[src/rtl/fetch_pkg.sv]
// fetch_pkg: shared types and constants for the instruction-fetch sequencer.
// Optional feature macro: FETCH_MISALIGN_TRAP_EN (adds the FAULT state).
package fetch_pkg;

  localparam int unsigned PC_W   = 32;
  localparam int unsigned INST_W = 32;

  localparam logic [PC_W-1:0] RESET_VECTOR_DEFAULT = PC_W'(32'h0000_0000);
  localparam logic [PC_W-1:0] PC_INCR              = PC_W'(4);

  typedef enum logic [2:0] {
    ST_IDLE = 3'd0,
    ST_REQ  = 3'd1,
    ST_WAIT = 3'd2,
    ST_HOLD = 3'd3
`ifdef FETCH_MISALIGN_TRAP_EN
    ,
    ST_FAULT = 3'd4
`endif
  } fetch_state_e;

  // Instruction payload handed to decode.
  typedef struct packed {
    logic              fault;
    logic [PC_W-1:0]   pc;
    logic [INST_W-1:0] data;
  } inst_pkt_t;

endpackage

[src/rtl/fetch_sequencer_if.sv]
// fetch_sequencer_if: redirect input, instruction-memory request/response
// channel and decode-side instruction handshake.
//   master: the fetch sequencer
//   slave : execute / memory / decode environment
interface fetch_sequencer_if import fetch_pkg::*; ();

  logic                redirect_valid;
  logic [PC_W-1:0]     redirect_target;
  logic                imem_req_valid;
  logic                imem_req_ready;
  logic [PC_W-1:0]     imem_req_addr;
  logic                imem_resp_valid;
  logic [INST_W-1:0]   imem_resp_data;
  logic                inst_valid;
  logic                inst_ready;
  logic [INST_W-1:0]   inst_data;
  logic [PC_W-1:0]     inst_pc;
  logic                inst_fault;

  modport master (
    input  redirect_valid, redirect_target,
    input  imem_req_ready, imem_resp_valid, imem_resp_data,
    input  inst_ready,
    output imem_req_valid, imem_req_addr,
    output inst_valid, inst_data, inst_pc, inst_fault
  );

  modport slave (
    output redirect_valid, redirect_target,
    output imem_req_ready, imem_resp_valid, imem_resp_data,
    output inst_ready,
    input  imem_req_valid, imem_req_addr,
    input  inst_valid, inst_data, inst_pc, inst_fault
  );

endinterface

[src/rtl/fetch_sequencer_next_pc_sel.sv]
// next_pc_sel: combinational next-PC priority mux (redirect > sequential > hold).
// Without FETCH_MISALIGN_TRAP_EN the redirect target is forced word-aligned;
// with it the raw target passes through so the sequencer can trap on it.
// Ports:
//   pc              current PC
//   redirect_valid  redirect request this cycle
//   redirect_target redirect destination
//   advance         sequential +4 step this cycle
//   next_pc_c       selected next PC
module next_pc_sel import fetch_pkg::*; (
  input  logic [PC_W-1:0] pc,
  input  logic            redirect_valid,
  input  logic [PC_W-1:0] redirect_target,
  input  logic            advance,
  output logic [PC_W-1:0] next_pc_c
);

  logic [PC_W-1:0] target_c;

  always_comb begin
`ifdef FETCH_MISALIGN_TRAP_EN
    target_c = redirect_target;
`else
    target_c = redirect_target & ~PC_W'(3);
`endif
    if (redirect_valid) begin
      next_pc_c = target_c;
    end else if (advance) begin
      next_pc_c = pc + PC_INCR;   // wraps modulo 2^32
    end else begin
      next_pc_c = pc;
    end
  end

endmodule

[src/rtl/fetch_sequencer.sv]
// fetch_sequencer: owns the PC, issues one instruction fetch at a time and
// buffers the returned instruction for decode.
// Optional feature macro: FETCH_MISALIGN_TRAP_EN (misaligned redirect traps
// into FAULT instead of fetching; otherwise targets are word-aligned).
// Ports:
//   clock  system clock, rising edge
//   reset  synchronous, active-high
//   bus    fetch_sequencer_if.master (redirect, imem req/resp, inst out)
module fetch_sequencer import fetch_pkg::*; #(
  parameter logic [PC_W-1:0] RESET_VECTOR = RESET_VECTOR_DEFAULT
) (
  input logic               clock,
  input logic               reset,
  fetch_sequencer_if.master bus
);

  fetch_state_e    state_q, state_d;
  logic [PC_W-1:0] pc_q, pc_d;
  logic            kill_q, kill_d;

  logic            req_valid_q, req_valid_d;
  logic [PC_W-1:0] req_addr_q, req_addr_d;
  logic            inst_valid_q, inst_valid_d;
  inst_pkt_t       inst_q, inst_d;

  logic            kill_eff_c;
  logic            advance_c;

  // A response in WAIT is discarded if a kill is pending or a redirect lands now.
  assign kill_eff_c = kill_q | bus.redirect_valid;
  assign advance_c  = (state_q == ST_WAIT) && bus.imem_resp_valid && !kill_eff_c;

  next_pc_sel u_next_pc_sel (
    .pc              (pc_q),
    .redirect_valid  (bus.redirect_valid),
    .redirect_target (bus.redirect_target),
    .advance         (advance_c),
    .next_pc_c       (pc_d)
  );

  // State and registered outputs.
  always_ff @(posedge clock) begin
    if (reset) begin
      state_q      <= ST_IDLE;
      pc_q         <= RESET_VECTOR;
      kill_q       <= 1'b0;
      req_valid_q  <= 1'b0;
      req_addr_q   <= RESET_VECTOR;
      inst_valid_q <= 1'b0;
      inst_q       <= '0;
    end else begin
      state_q      <= state_d;
      pc_q         <= pc_d;
      kill_q       <= kill_d;
      req_valid_q  <= req_valid_d;
      req_addr_q   <= req_addr_d;
      inst_valid_q <= inst_valid_d;
      inst_q       <= inst_d;
    end
  end

  // Next-state and kill tracking.
  always_comb begin
    state_d = state_q;
    kill_d  = kill_q;
    case (state_q)
      ST_IDLE: state_d = ST_REQ;
      ST_REQ: begin
        // An unaccepted request stays presented; a redirect only poisons it.
        if (bus.redirect_valid) kill_d = 1'b1;
        if (bus.imem_req_ready) state_d = ST_WAIT;
      end
      ST_WAIT: begin
        if (bus.imem_resp_valid) begin
          kill_d  = 1'b0;
          state_d = kill_eff_c ? ST_REQ : ST_HOLD;
        end else if (bus.redirect_valid) begin
          kill_d = 1'b1;
        end
      end
      ST_HOLD: begin
        if (bus.redirect_valid || (inst_valid_q && bus.inst_ready)) state_d = ST_REQ;
      end
`ifdef FETCH_MISALIGN_TRAP_EN
      ST_FAULT: begin
        if (bus.redirect_valid)  state_d = ST_REQ;
        else if (bus.inst_ready) state_d = ST_IDLE;
      end
`endif
      default: state_d = ST_IDLE;
    endcase
`ifdef FETCH_MISALIGN_TRAP_EN
    // Any fresh fetch of a misaligned PC becomes a fault instead.
    if ((state_d == ST_REQ) && (state_q != ST_REQ) && (pc_d[1:0] != 2'b00)) begin
      state_d = ST_FAULT;
    end
`endif
  end

  // Next values of the registered outputs.
  always_comb begin
    req_valid_d  = (state_d == ST_REQ);
    req_addr_d   = req_addr_q;
    inst_valid_d = (state_d == ST_HOLD);
    inst_d       = inst_q;
    // Latch the address only when a new request starts, keeping it stable until accepted.
    if ((state_d == ST_REQ) && (state_q != ST_REQ)) req_addr_d = pc_d;
    if (advance_c) begin
      inst_d.data  = bus.imem_resp_data;
      inst_d.pc    = pc_q;
      inst_d.fault = 1'b0;
    end
`ifdef FETCH_MISALIGN_TRAP_EN
    if (state_d == ST_FAULT) begin
      inst_valid_d = 1'b1;
      inst_d.data  = '0;
      inst_d.pc    = pc_d;
      inst_d.fault = 1'b1;
    end else begin
      inst_d.fault = 1'b0;
    end
`endif
  end

  assign bus.imem_req_valid = req_valid_q;
  assign bus.imem_req_addr  = req_addr_q;
  assign bus.inst_valid     = inst_valid_q;
  assign bus.inst_data      = inst_q.data;
  assign bus.inst_pc        = inst_q.pc;
  assign bus.inst_fault     = inst_q.fault;

endmodule
[src/flat_wrapper.sv]
// flat-port wrapper written by rule: the top's interface ports become plain ports
module fetch_sequencer_flat import fetch_pkg::*;
#(
  parameter logic [PC_W-1:0] RESET_VECTOR = RESET_VECTOR_DEFAULT
)
  (clock, reset, bus_redirect_valid, bus_redirect_target, bus_imem_req_ready, bus_imem_resp_valid, bus_imem_resp_data, bus_inst_ready, bus_imem_req_valid, bus_imem_req_addr, bus_inst_valid, bus_inst_data, bus_inst_pc, bus_inst_fault);
  fetch_sequencer_if bus_i ();
  input logic clock;
  input logic reset;
  input wire logic [$bits(bus_i.redirect_valid)-1:0] bus_redirect_valid;
  input wire logic [$bits(bus_i.redirect_target)-1:0] bus_redirect_target;
  input wire logic [$bits(bus_i.imem_req_ready)-1:0] bus_imem_req_ready;
  input wire logic [$bits(bus_i.imem_resp_valid)-1:0] bus_imem_resp_valid;
  input wire logic [$bits(bus_i.imem_resp_data)-1:0] bus_imem_resp_data;
  input wire logic [$bits(bus_i.inst_ready)-1:0] bus_inst_ready;
  output wire logic [$bits(bus_i.imem_req_valid)-1:0] bus_imem_req_valid;
  output wire logic [$bits(bus_i.imem_req_addr)-1:0] bus_imem_req_addr;
  output wire logic [$bits(bus_i.inst_valid)-1:0] bus_inst_valid;
  output wire logic [$bits(bus_i.inst_data)-1:0] bus_inst_data;
  output wire logic [$bits(bus_i.inst_pc)-1:0] bus_inst_pc;
  output wire logic [$bits(bus_i.inst_fault)-1:0] bus_inst_fault;
  assign bus_i.redirect_valid = bus_redirect_valid;
  assign bus_i.redirect_target = bus_redirect_target;
  assign bus_i.imem_req_ready = bus_imem_req_ready;
  assign bus_i.imem_resp_valid = bus_imem_resp_valid;
  assign bus_i.imem_resp_data = bus_imem_resp_data;
  assign bus_i.inst_ready = bus_inst_ready;
  assign bus_imem_req_valid = bus_i.imem_req_valid;
  assign bus_imem_req_addr = bus_i.imem_req_addr;
  assign bus_inst_valid = bus_i.inst_valid;
  assign bus_inst_data = bus_i.inst_data;
  assign bus_inst_pc = bus_i.inst_pc;
  assign bus_inst_fault = bus_i.inst_fault;
  fetch_sequencer #(.RESET_VECTOR(RESET_VECTOR)) u_core (.clock(clock), .reset(reset), .bus(bus_i));
endmodule
[config.mk]
export PLATFORM = sky130hd
export DESIGN_NAME = fetch_sequencer_flat
export DESIGN_NICKNAME = d
export VERILOG_FILES = /design/src/rtl/fetch_pkg.sv /design/src/rtl/fetch_sequencer_if.sv /design/src/rtl/fetch_sequencer_next_pc_sel.sv /design/src/rtl/fetch_sequencer.sv /design/src/flat_wrapper.sv
export SDC_FILE = /design/constraint.sdc
export NUM_CORES = 1
export LEC_CHECK = 0
export CAP_MARGIN = 20
export CORE_MARGIN = 2
export CORE_UTILIZATION = 47
export DETAILED_ROUTE_END_ITERATION = 8
export GPL_TIMING_DRIVEN = 0
export HOLD_SLACK_MARGIN = 0.1
export PLACE_DENSITY = 0.8
export REMOVE_ABC_BUFFERS = 1
export SKIP_LAST_GASP = 1
export SLEW_MARGIN = 20
export SYNTH_ARGS = -nofsm -noshare
export SYNTH_HDL_FRONTEND = slang
export SYNTH_SLANG_ARGS = --single-unit
[constraint.sdc]
create_clock -name clock -period 2.75 [get_ports clock]
set_clock_uncertainty 0.15 [all_clocks]
set_input_delay 0.825 -clock clock [delete_from_list [all_inputs] [get_ports clock]]
set_output_delay 0.825 -clock clock [all_outputs]
set_load 0.01 [all_outputs]
==> impl_metrics.toml <==
[run_status]
outcome = "completed"

[synth]
synth_top_family_by_area = "simple AND/OR/NAND/NOR gates"
ys_top_cells_by_area = "dfxtp_1 48%, nand2_1 10%, a21oi_1 6.7%"
synthAdderAreaFrac_pct = 0.222
yosysMostFrequentCell = "nand2_1"
ys_warn_count = 0
synth_top_area_share_pct = 47.6
ys_types = 60
synth.avg_cell_area_um2 = 8.20
synthSimpleGateAreaFrac_pct = 28.4
synth_compound_area_share_pct = 16.8
syn_area_mm2 = 0.00563
netlist_instances = 687
synthXorXnorAreaFrac_pct = 1.24
yosysSeqAreaShare_pct = 47.6
synth_edf_count = 0
synthMuxAreaShare_pct = 0.378
synth_top_area_cell = "dfxtp_1"
synth_commonest_cells = "152 x nand2_1, 134 x dfxtp_1, 75 x a21oi_1"
ys_ff_latch = 134
async_flop_share_pct = 0
synth_top_flop_cell = "dfxtp_1"

[timing]
slew_viol_final = 0
hold_ws_ps = 302
tns_ps = 0
hold_viol_final = 0
fmax_mhz = 397
finalWorstSetupSlack_ps = 231
final-setup-viol-count = 0
rsz0062_at_grt = "no"
tightest_slew_ps = 965
period_needed_ps = 2520
relSlewSlack_pct = 35.6
fin_crit_sh_pct = 91.6

[place]
portBuffers = 165
pre_cts_slack_ps = -1310
dpl-instance-area_mm2 = 0.00726
gp_congestion = 0.814
dp_hpwl_um = 10800

[clock_tree]
cts_sinks = 134
cts_max_path_buffers = 2
cts_tree = "done"
clkLatencyLatePin_ps = 420
cts_buffers = 17
cts_max_level = 4
cts_root_buffer = "clkbuf_16"
clkTransAtPathRegs_ps = 60

[critical_path]
crit_path_start_kind = "input port"
rrSetupSlack_ps = 320
cp.arrival_ps = 2690
end_kind = "flop"
critPathRequiredTime_ps = 2920
rr_worst_depth = 6
crit_fanout = 30
rr_endpoint = "u_core.bus.imem_req_addr[22]$_SDFFE_PP0P_"
critPathKind = "input port to flop"
r2r_start = "u_core.pc_q[2]$_SDFF_PP0_"

[power]
cellLeakagePower_uw = 0.00282
ir_drop_uv = 336
power_density_mw_per_mm2 = 607

[floorplan]
row_count = 39
start_util_pct = 48.7
dieArea_mm2 = 0.0129
design.core.area_mm2 = 0.0116
io_pins = 169
fp.dieH_um = 113
die_w_um = 113

[global_route]
grt_pass1_vias = 5368
grt_pass1_wl_um = 26100
grt_max_degree = 67
grt_remaining_overflow = 0
grt_use_total_pct = 25.3
antenna_found_initial = 0

[final_layout]
synthToLayoutAreaGrowth_pct = 42.6
final_util_pct = 69.4
finish.net_count = 907
diodes = 0
stdcell_area_mm2 = 0.00803
layout-drive-gt1-share_pct = 8.48

[route]
avgViaCountPerCell = 5.79
drc = 0
drtPass1Iterations = 5
vias = 5739
drt_iter0_drc = 460
routed_wirelength_um = 17200
routedWlPerCell_um = 17.3
detail-route-antenna-nets = 0

[hold_path]
holdCritPathClass = "flop to flop"
whs_endpoint = "u_core.bus.inst_pc[1]$_SDFFE_PP0P_"
min_path_cells = 2
worstHoldStart = "u_core.bus.inst_pc[1]$_SDFFE_PP0P_"

[run]
drv_cap = 0
==> power breakdown <==
group          internal, µW  switching, µW  total (µW)  leakage, µW
registers              2010           70.6        2080      0.00109
clock network          1470            874        2350     0.000282
logic                   233            211         445      0.00145
==> kinds of logic (layout without fill, tap and decap cells) <==
family                   after synthesis  in the layout
other                                  1              2
adder cells (fa/ha/maj)                1              1
flip-flops                           134            134
XOR/XNOR                               8              8
AO/OA/AOI/OAI                        149            149
multiplexers                           2              2
buffers and inverters                 60            219
AND/OR/NAND/NOR                      332            334
==> worst max-delay path, stage by stage <==
cell and delay (ps):
buf_4 230, buf_16 210, and4bb_2 350, nand4_1 180, nor3_2 230, mux2_2 370, o41ai_1 280
==> per-stage QoR <==
step	cells	total power (µW)
2_1_floorplan	638	2270
3_3_place_gp	946	2520
3_5_place_dp	948	2540
4_1_cts	984	4860
5_1_grt	992	5000
6_report	992	4870
==> flip-flops by register name, summed over array words and instances, names as in the netlist <==
signal,cells
u_core.kill_q,1
u_core.bus.imem_req_addr,32
u_core.bus.inst_data,32
u_core.bus.imem_req_valid,1
u_core.bus.inst_pc,32
u_core.bus.inst_valid,1
u_core.pc_q,32
u_core.state_q,3
==> area by class of cell <==
| cell class | count | area (µm²) |
|---|---|---|
| clock inverters | 11 | 150 |
| inverters | 10 | 40.0 |
| well taps | 143 | 179 |
| fillers | 958 | 3540 |
| repair buffers | 177 | 1780 |
| flip-flops and latches | 134 | 2680 |
| clock buffers | 21 | 460 |
| multi-input cells | 496 | 2740 |
==> how the worst max path moves through the flow <==
stage	from	to	slack (ps)	cells after the start
floorplan	bus_redirect_valid	u_core.bus.imem_req_addr[3]$_SDFFE_PP0P_	-420	5
global placement	reset	u_core.bus.imem_req_addr[14]$_SDFFE_PP0P_	-5020	4
detailed placement	bus_redirect_valid	u_core.bus.imem_req_addr[8]$_SDFFE_PP0P_	-1310	7
CTS	bus_imem_resp_valid	u_core.bus.imem_req_addr[3]$_SDFFE_PP0P_	40	6
global route	bus_redirect_valid	u_core.bus.imem_req_addr[24]$_SDFFE_PP0P_	20	7
finish	bus_redirect_valid	u_core.bus.imem_req_addr[24]$_SDFFE_PP0P_	230	7
==> cells in the final DEF (no fill, tap or decap), types with 10 or more instances in the layout <==
master	n
nor3_1	30
nor4_1	11
nand2_1	150
nor2_1	36
nand3_1	34
nand4_1	11
clkdlybuf4s50_1	162
dfxtp_1	134
o21ai_0	16
nand2b_1	10
buf_4	12
a21oi_1	74
clkbuf_16	17
==> layer usage <==
| layer | track usage, % | vias up | share of wire [%] |
|---|---|---|---|
| met4 | 10.3 | 0 | 1.8 |
| met2 | 42.3 | 303 | 47 |
| met1 | 32.1 | 2696 | 44 |
| met5 | 0 | - | 0 |
| li1 | - | 2711 | - |
| met3 | 5.21 | 29 | 7.3 |
==> what timing repair did <==
item                       4_1_cts  5_1_grt
buffers inserted                 4        6
gates resized for setup          8        6
setup endpoints to repair       59       27
gates cloned                     0        2
pin swaps                        1        2
hold buffers                     0        0
No activity file was read; power rests on OpenSTA's default activity.
==> patch 1, RTL diff (same settings) <==
Build with the macro `FETCH_MISALIGN_TRAP_EN` defined.
--- a/src/rtl/fetch_pkg.sv
+++ b/src/rtl/fetch_pkg.sv
@@ -1,5 +1,7 @@
 // fetch_pkg: shared types and constants for the instruction-fetch sequencer.
 // Optional feature macro: FETCH_MISALIGN_TRAP_EN (adds the FAULT state).
+`define FETCH_MISALIGN_TRAP_EN
+
 package fetch_pkg;
 
   localparam int unsigned PC_W   = 32;
Behaviour: not the same (a bounded check fails within 4 cycles, from zero or initial values and one cycle with reset high).
==> patch 1 against the unedited design <==
Wire length up 3.1%. Setup slack worse by 0.19 ns. Cell area is 4.9% higher. Sequential share of layout area fell by 1.3 points. Area after synthesis rose by 0.84%. Sequential cell count increased by 1. Count of clock-buffer cells in the layout stayed put. Maximum frequency is 7.0% lower. Global-route usage rose by 1.5 points. Utilization increased by 1.3 points. Highest routed layer unchanged.
Power is not compared: it rests on default switching activity, and its combinational part moved more than twofold at a synthesized area within 25%.
==> patch 1: results (changes against the unedited design) <==
later-pin clock latency in the skew report=0.42 ns (about the same); hold_ws=0.304 ns (was 0.302 ns); cell family with most CP delay=simple AND/OR/NAND/NOR gates (unchanged); Avg Cell Area, Syn=8.37 um^2 (was 8.20 um^2); Nets=924 (was 907); Initial DRC Count=356 (was 460); Vias=5,671 (was 5,739); via/cell ratio=5.60 (was 5.79); CTS Buffer Depth=2 (unchanged); R2R depth=8 (was 6); Worst R2R End=u_core.bus.inst_pc[5] (was u_core.bus.imem_req_addr[22]); total CTS buffers=17 (unchanged); DP Area=7440 um^2 (was 7260 um^2); Worst Setup SP=bus_imem_resp_valid (was bus_redirect_valid); routability cong.=0.858 (was 0.814); ys async rst share=0% (unchanged); crit path max fanout=15 (was 30); initial antenna violation count=0 (unchanged); worst stage delay on the critical path=0.42 ns (was 0.37 ns); Slew headroom=41.5% (was 35.6%); fillers=898 (was 958); placed cells=954 (was 948); sequential share of the synthesized area=47.6% (about the same); arrival time worst endpoint=2.89 ns (was 2.69 ns); Synth top cells by count=dfxtp_1 (135), nand2_1 (129), nor2_1 (81) (was nand2_1 (152), dfxtp_1 (134), a21oi_1 (75)); Routed WL per cell=17.5 um (was 17.3 um); Crit-path slowest cell=or3b_1 (was mux2_2); Synth area leaders=dfxtp_1 (48%), nand2_1 (8.5%), nor2_1 (5.4%), mux2i_1 (5.3%), a21oi_1 (4.6%) (was dfxtp_1 (48%), nand2_1 (10%), a21oi_1 (6.7%), nand3_1 (3.1%), nor3_1 (2.8%)); Total GRT Usage=26.8% (was 25.3%); dpl ws=-2.43 ns (was -1.31 ns); post-DP HPWL=11,200 um (was 10,800 um); reg2reg setup slack=0.15 ns (was 0.32 ns); H-Tree Depth=4 (unchanged); vias in the first global route=5,405 (was 5,368); Hold Path Cell Cnt=1 (was 2); largest net degree at the start of global routing=35 (was 67); global-route wire length before repair=27,200 um (was 26,100 um); Unique masters post-synth=55 (was 60); EDFF count, synth=0 (unchanged); Area growth syn-to-layout=48.3% (was 42.6%); status=finished clean (unchanged); Worst R2R Start=u_core.state_q[1] (was u_core.pc_q[2]); layout cell share with drive strength beyond 1=11.0% (was 8.48%); Worst Hold End=u_core.bus.imem_req_addr[1] (was u_core.bus.inst_pc[1]); hold wc startpoint=u_core.bus.imem_req_addr[1] (was u_core.bus.inst_pc[1]); total iterations of the first detailed-routing run=7 (was 5); port buffer count=168 (was 165)
## patch 1: changes by cell type in the layout (fill, tap and decap cells not counted), moves of 9 or more
cell	unedited run	this run
nor2_1	36	79
mux2i_1	1	30
nand2_1	150	126
nand3_1	34	11
a21oi_1	74	52
nor3_1	30	14
o21ai_1	0	15
xor2_1	1	14
o21ai_0	16	27
buf_4	12	21
nor4_1	11	2
o31ai_1	9	0
o41ai_1	9	0
## patch 1: worst max-delay path by stage
stage                                         to  slack (ns)  cells past startpoint
floorplan                  u_core.bus.inst_pc[2]       -2.43                      7
global placement           u_core.bus.inst_pc[2]       -4.93                      8
detailed placement      u_core.bus.inst_data[18]       -2.43                      7
CTS                 u_core.bus.imem_req_addr[25]      -0.005                      6
global route        u_core.bus.imem_req_addr[25]       -0.06                      6
finish              u_core.bus.imem_req_addr[10]        0.04                     10
## patch 1: cell families after synthesis
logic type      Yosys count  synth area share [%]
compound gates          128                  13.2
xor+xnor                 26                  4.01
fa+ha+maj                 2                 0.441
buf+inv                  56                  4.63
flops                   135                  47.6
mux                      33                  5.88
simple gates            298                  24.3
## patch 1: where the power goes
group,internal (mW),total (mW),switching (mW)
sequential,2.26,2.49,0.226
clock,1.57,2.43,0.865
combinational,1.05,2.12,1.06
## patch 1: final cells by class
| class | count | area share (%) |
|---|---|---|
| timing repair buffer | 195 | 23.4 |
| clock inverter | 11 | 2.04 |
| tap | 147 | 2.18 |
| inverter | 12 | 0.773 |
| timing repair inverter | 2 | 0.208 |
| multi-input combinational | 489 | 33.9 |
| clock buffer | 21 | 5.47 |
| sequential | 135 | 32.1 |
## patch 1: what timing repair did
action,in CTS,in global routing
endpoints found under the setup margin,127,76
resized for setup,20,9
endpoints found under the hold margin,0,0
hold buffers,0,0
pin swaps,5,4
cloned,4,1
buffers inserted,14,7
## patch 1: metal layers
| metal | global-route usage [%] | wire (um) | share of wire [%] |
|---|---|---|---|
| met5 | 0 | 0 | 0 |
| met4 | 12.4 | 573 | 3.2 |
| met3 | 5.53 | 1120 | 6.3 |
| met2 | 45.8 | 8900 | 50 |
| met1 | 32.5 | 7130 | 40 |
==> patch 2, RTL diff (same settings) <==
Without the edit above. Make the reset (`reset`) asynchronous in one clocked block.
--- a/src/rtl/fetch_sequencer.sv
+++ b/src/rtl/fetch_sequencer.sv
@@ -39,7 +39,7 @@
   );
 
   // State and registered outputs.
-  always_ff @(posedge clock) begin
+  always_ff @(posedge clock or posedge reset) begin
     if (reset) begin
       state_q      <= ST_IDLE;
       pc_q         <= RESET_VECTOR;
Function: differs if reset is asserted again (counterexample within 4 cycles, from zero or initial values and one cycle with reset high); with reset held inactive, the same outputs for 10 cycles.
==> patch 2 against the unedited design <==
Area after synthesis up 4.8%. Global-route usage down 1.2 points. Via count down 15%. Setup slack worse by 0.14 ns. Sequential cell count unchanged. Wire length down 9.0%. Cell area up 5.8%. Critical endpoint is now u_core.bus.imem_req_addr[17]. Highest routed layer unchanged.
Power is not compared: it rests on default switching activity, and its combinational part moved more than twofold at a synthesized area within 25%.
==> patch 2: results (changes against the unedited design) <==
placed cells=869 (was 948); Synth Area in XOR/XNOR=2.08% (was 1.24%); compound-gate portion of the synthesized area=8.29% (was 16.8%); Total GRT Usage=24.1% (was 25.3%); R2R depth=7 (was 6); Routed WL per cell=17.1 um (was 17.3 um); Nets=803 (was 907); Routed met2 length=7360 um (was 8030 um); total CTS buffers=17 (unchanged); routability cong.=0.809 (was 0.814); largest net degree at the start of global routing=72 (was 67); DP Area=7750 um^2 (was 7260 um^2); Adder-Cell Fraction of Synth Area=0.212% (was 0.222%); Post-Route M1 WL=6630 um (was 7590 um); ys async rst share=100% (was 0%); total iterations of the first detailed-routing run=4 (was 5); initial antenna violation count=0 (unchanged); Initial DRC Count=314 (was 460); Synth area leaders=dfrtp_1 (57%), nand2_1 (9.9%), mux2_2 (7.8%), nor2_1 (1.9%), nand4_1 (1.6%) (was dfxtp_1 (48%), nand2_1 (10%), a21oi_1 (6.7%), nand3_1 (3.1%), nor3_1 (2.8%)); via/cell ratio=5.32 (was 5.79); later-pin clock latency in the skew report=0.42 ns (about the same); Hold Path Cell Cnt=2 (unchanged); hold_ws=0.321 ns (was 0.302 ns); port buffer count=165 (unchanged); Syn. warnings=0 (unchanged); Synth top cells by count=nand2_1 (155), dfrtp_1 (134), mux2_2 (41) (was nand2_1 (152), dfxtp_1 (134), a21oi_1 (75)); hold wc startpoint=u_core.pc_q[1] (was u_core.bus.inst_pc[1]); Crit-path slowest cell=or4b_4 (was mux2_2); Antenna Cells=0 (unchanged); met3 WL=1340 um (was 1250 um); Unique masters post-synth=54 (was 60); sequential share of the synthesized area=56.9% (was 47.6%); Leakage=~3.8 nW; Max Used Layer=met4 (unchanged); Peak VDD IR=between 0.4 and 0.5 mV; Worst R2R Start=u_core.state_q[0] (was u_core.pc_q[2]); Slew headroom=61.8% (was 35.6%); layout cell share with drive strength beyond 1=14.8% (was 8.48%); H-Tree Depth=4 (unchanged); cell family with most CP delay=simple AND/OR/NAND/NOR gates (unchanged); P_clk=2.26 mW; post-synthesis mux area share=8.17% (was 0.378%); worst stage delay on the critical path=0.52 ns (was 0.37 ns); Worst R2R End=u_core.bus.imem_req_addr[17] (was u_core.bus.imem_req_addr[22]); Worst Hold End=u_core.bus.inst_pc[1] (unchanged); global-route wire length before repair=24,700 um (was 26,100 um); total wire length=15,600 um (was 17,200 um); status=finished clean (unchanged); post-DP HPWL=10,600 um (was 10,800 um); vias in the first global route=4,932 (was 5,368); CTS Buffer Depth=2 (unchanged); arrival time worst endpoint=2.83 ns (was 2.69 ns); reg2reg setup slack=0.32 ns (about the same); Avg Cell Area, Syn=10.6 um^2 (was 8.20 um^2)
patch 2: per-layer routing:
layer,up-vias,global-route usage (%)
li1,2291,-
met1,2350,30.2
met2,196,39.5
met3,23,7.69
met4,0,8.89
met5,-,0
patch 2: worst max-delay path by stage:
| stage | startpoint | end | slack [ns] | cells past startpoint |
|---|---|---|---|---|
| 4_1_cts | bus_imem_resp_valid | u_core.bus.imem_req_addr[23] | 0.0007 | 7 |
| 3_3_place_gp | bus_redirect_valid | u_core.bus.imem_req_addr[23] | -5.45 | 6 |
| 5_1_grt | bus_redirect_valid | u_core.bus.imem_req_addr[23] | 0.005 | 8 |
| 6_report | bus_redirect_valid | u_core.bus.imem_req_addr[17] | 0.09 | 9 |
| 3_5_place_dp | bus_redirect_valid | u_core.bus.imem_req_addr[23] | -1.27 | 8 |
| 2_1_floorplan | reset | u_core.bus.imem_req_addr[0] | -1.81 | 1 |
patch 2: area by class of cell:
cell class	count	area [um^2]
Fill cell	908	3620
Sequential cell	134	3350
Multi-Input combinational cell	392	2450
Timing Repair Buffer	180	1850
Clock buffer	22	464
Tap cell	168	210
Clock inverter	10	128
Inverter	7	36.3
patch 2: through the flow:
step	worst slack, ns	setup TNS [ns]
2_1_floorplan	-1.81	-325.29
3_3_place_gp	-5.45	-887.84
3_5_place_dp	-1.27	-48.49
4_1_cts	0.000697	0
5_1_grt	0.00533	0
6_report	0.0876	0
patch 2: worst reg2reg max path, stage by stage, from the launching register on:
cell      delay, ns
dfrtp_1        0.49
or4b_4         0.60
nor4_4         0.29
buf_6          0.17
buf_12         0.12
nand3b_1       0.07
nor3b_1        0.16
o31ai_1        0.27
patch 2: timing repair:
item	in CTS	in global routing
endpoints found under the setup margin	38	15
pin swaps	4	0
gates cloned	3	0
buffers inserted	8	1
gates resized for setup	6	3
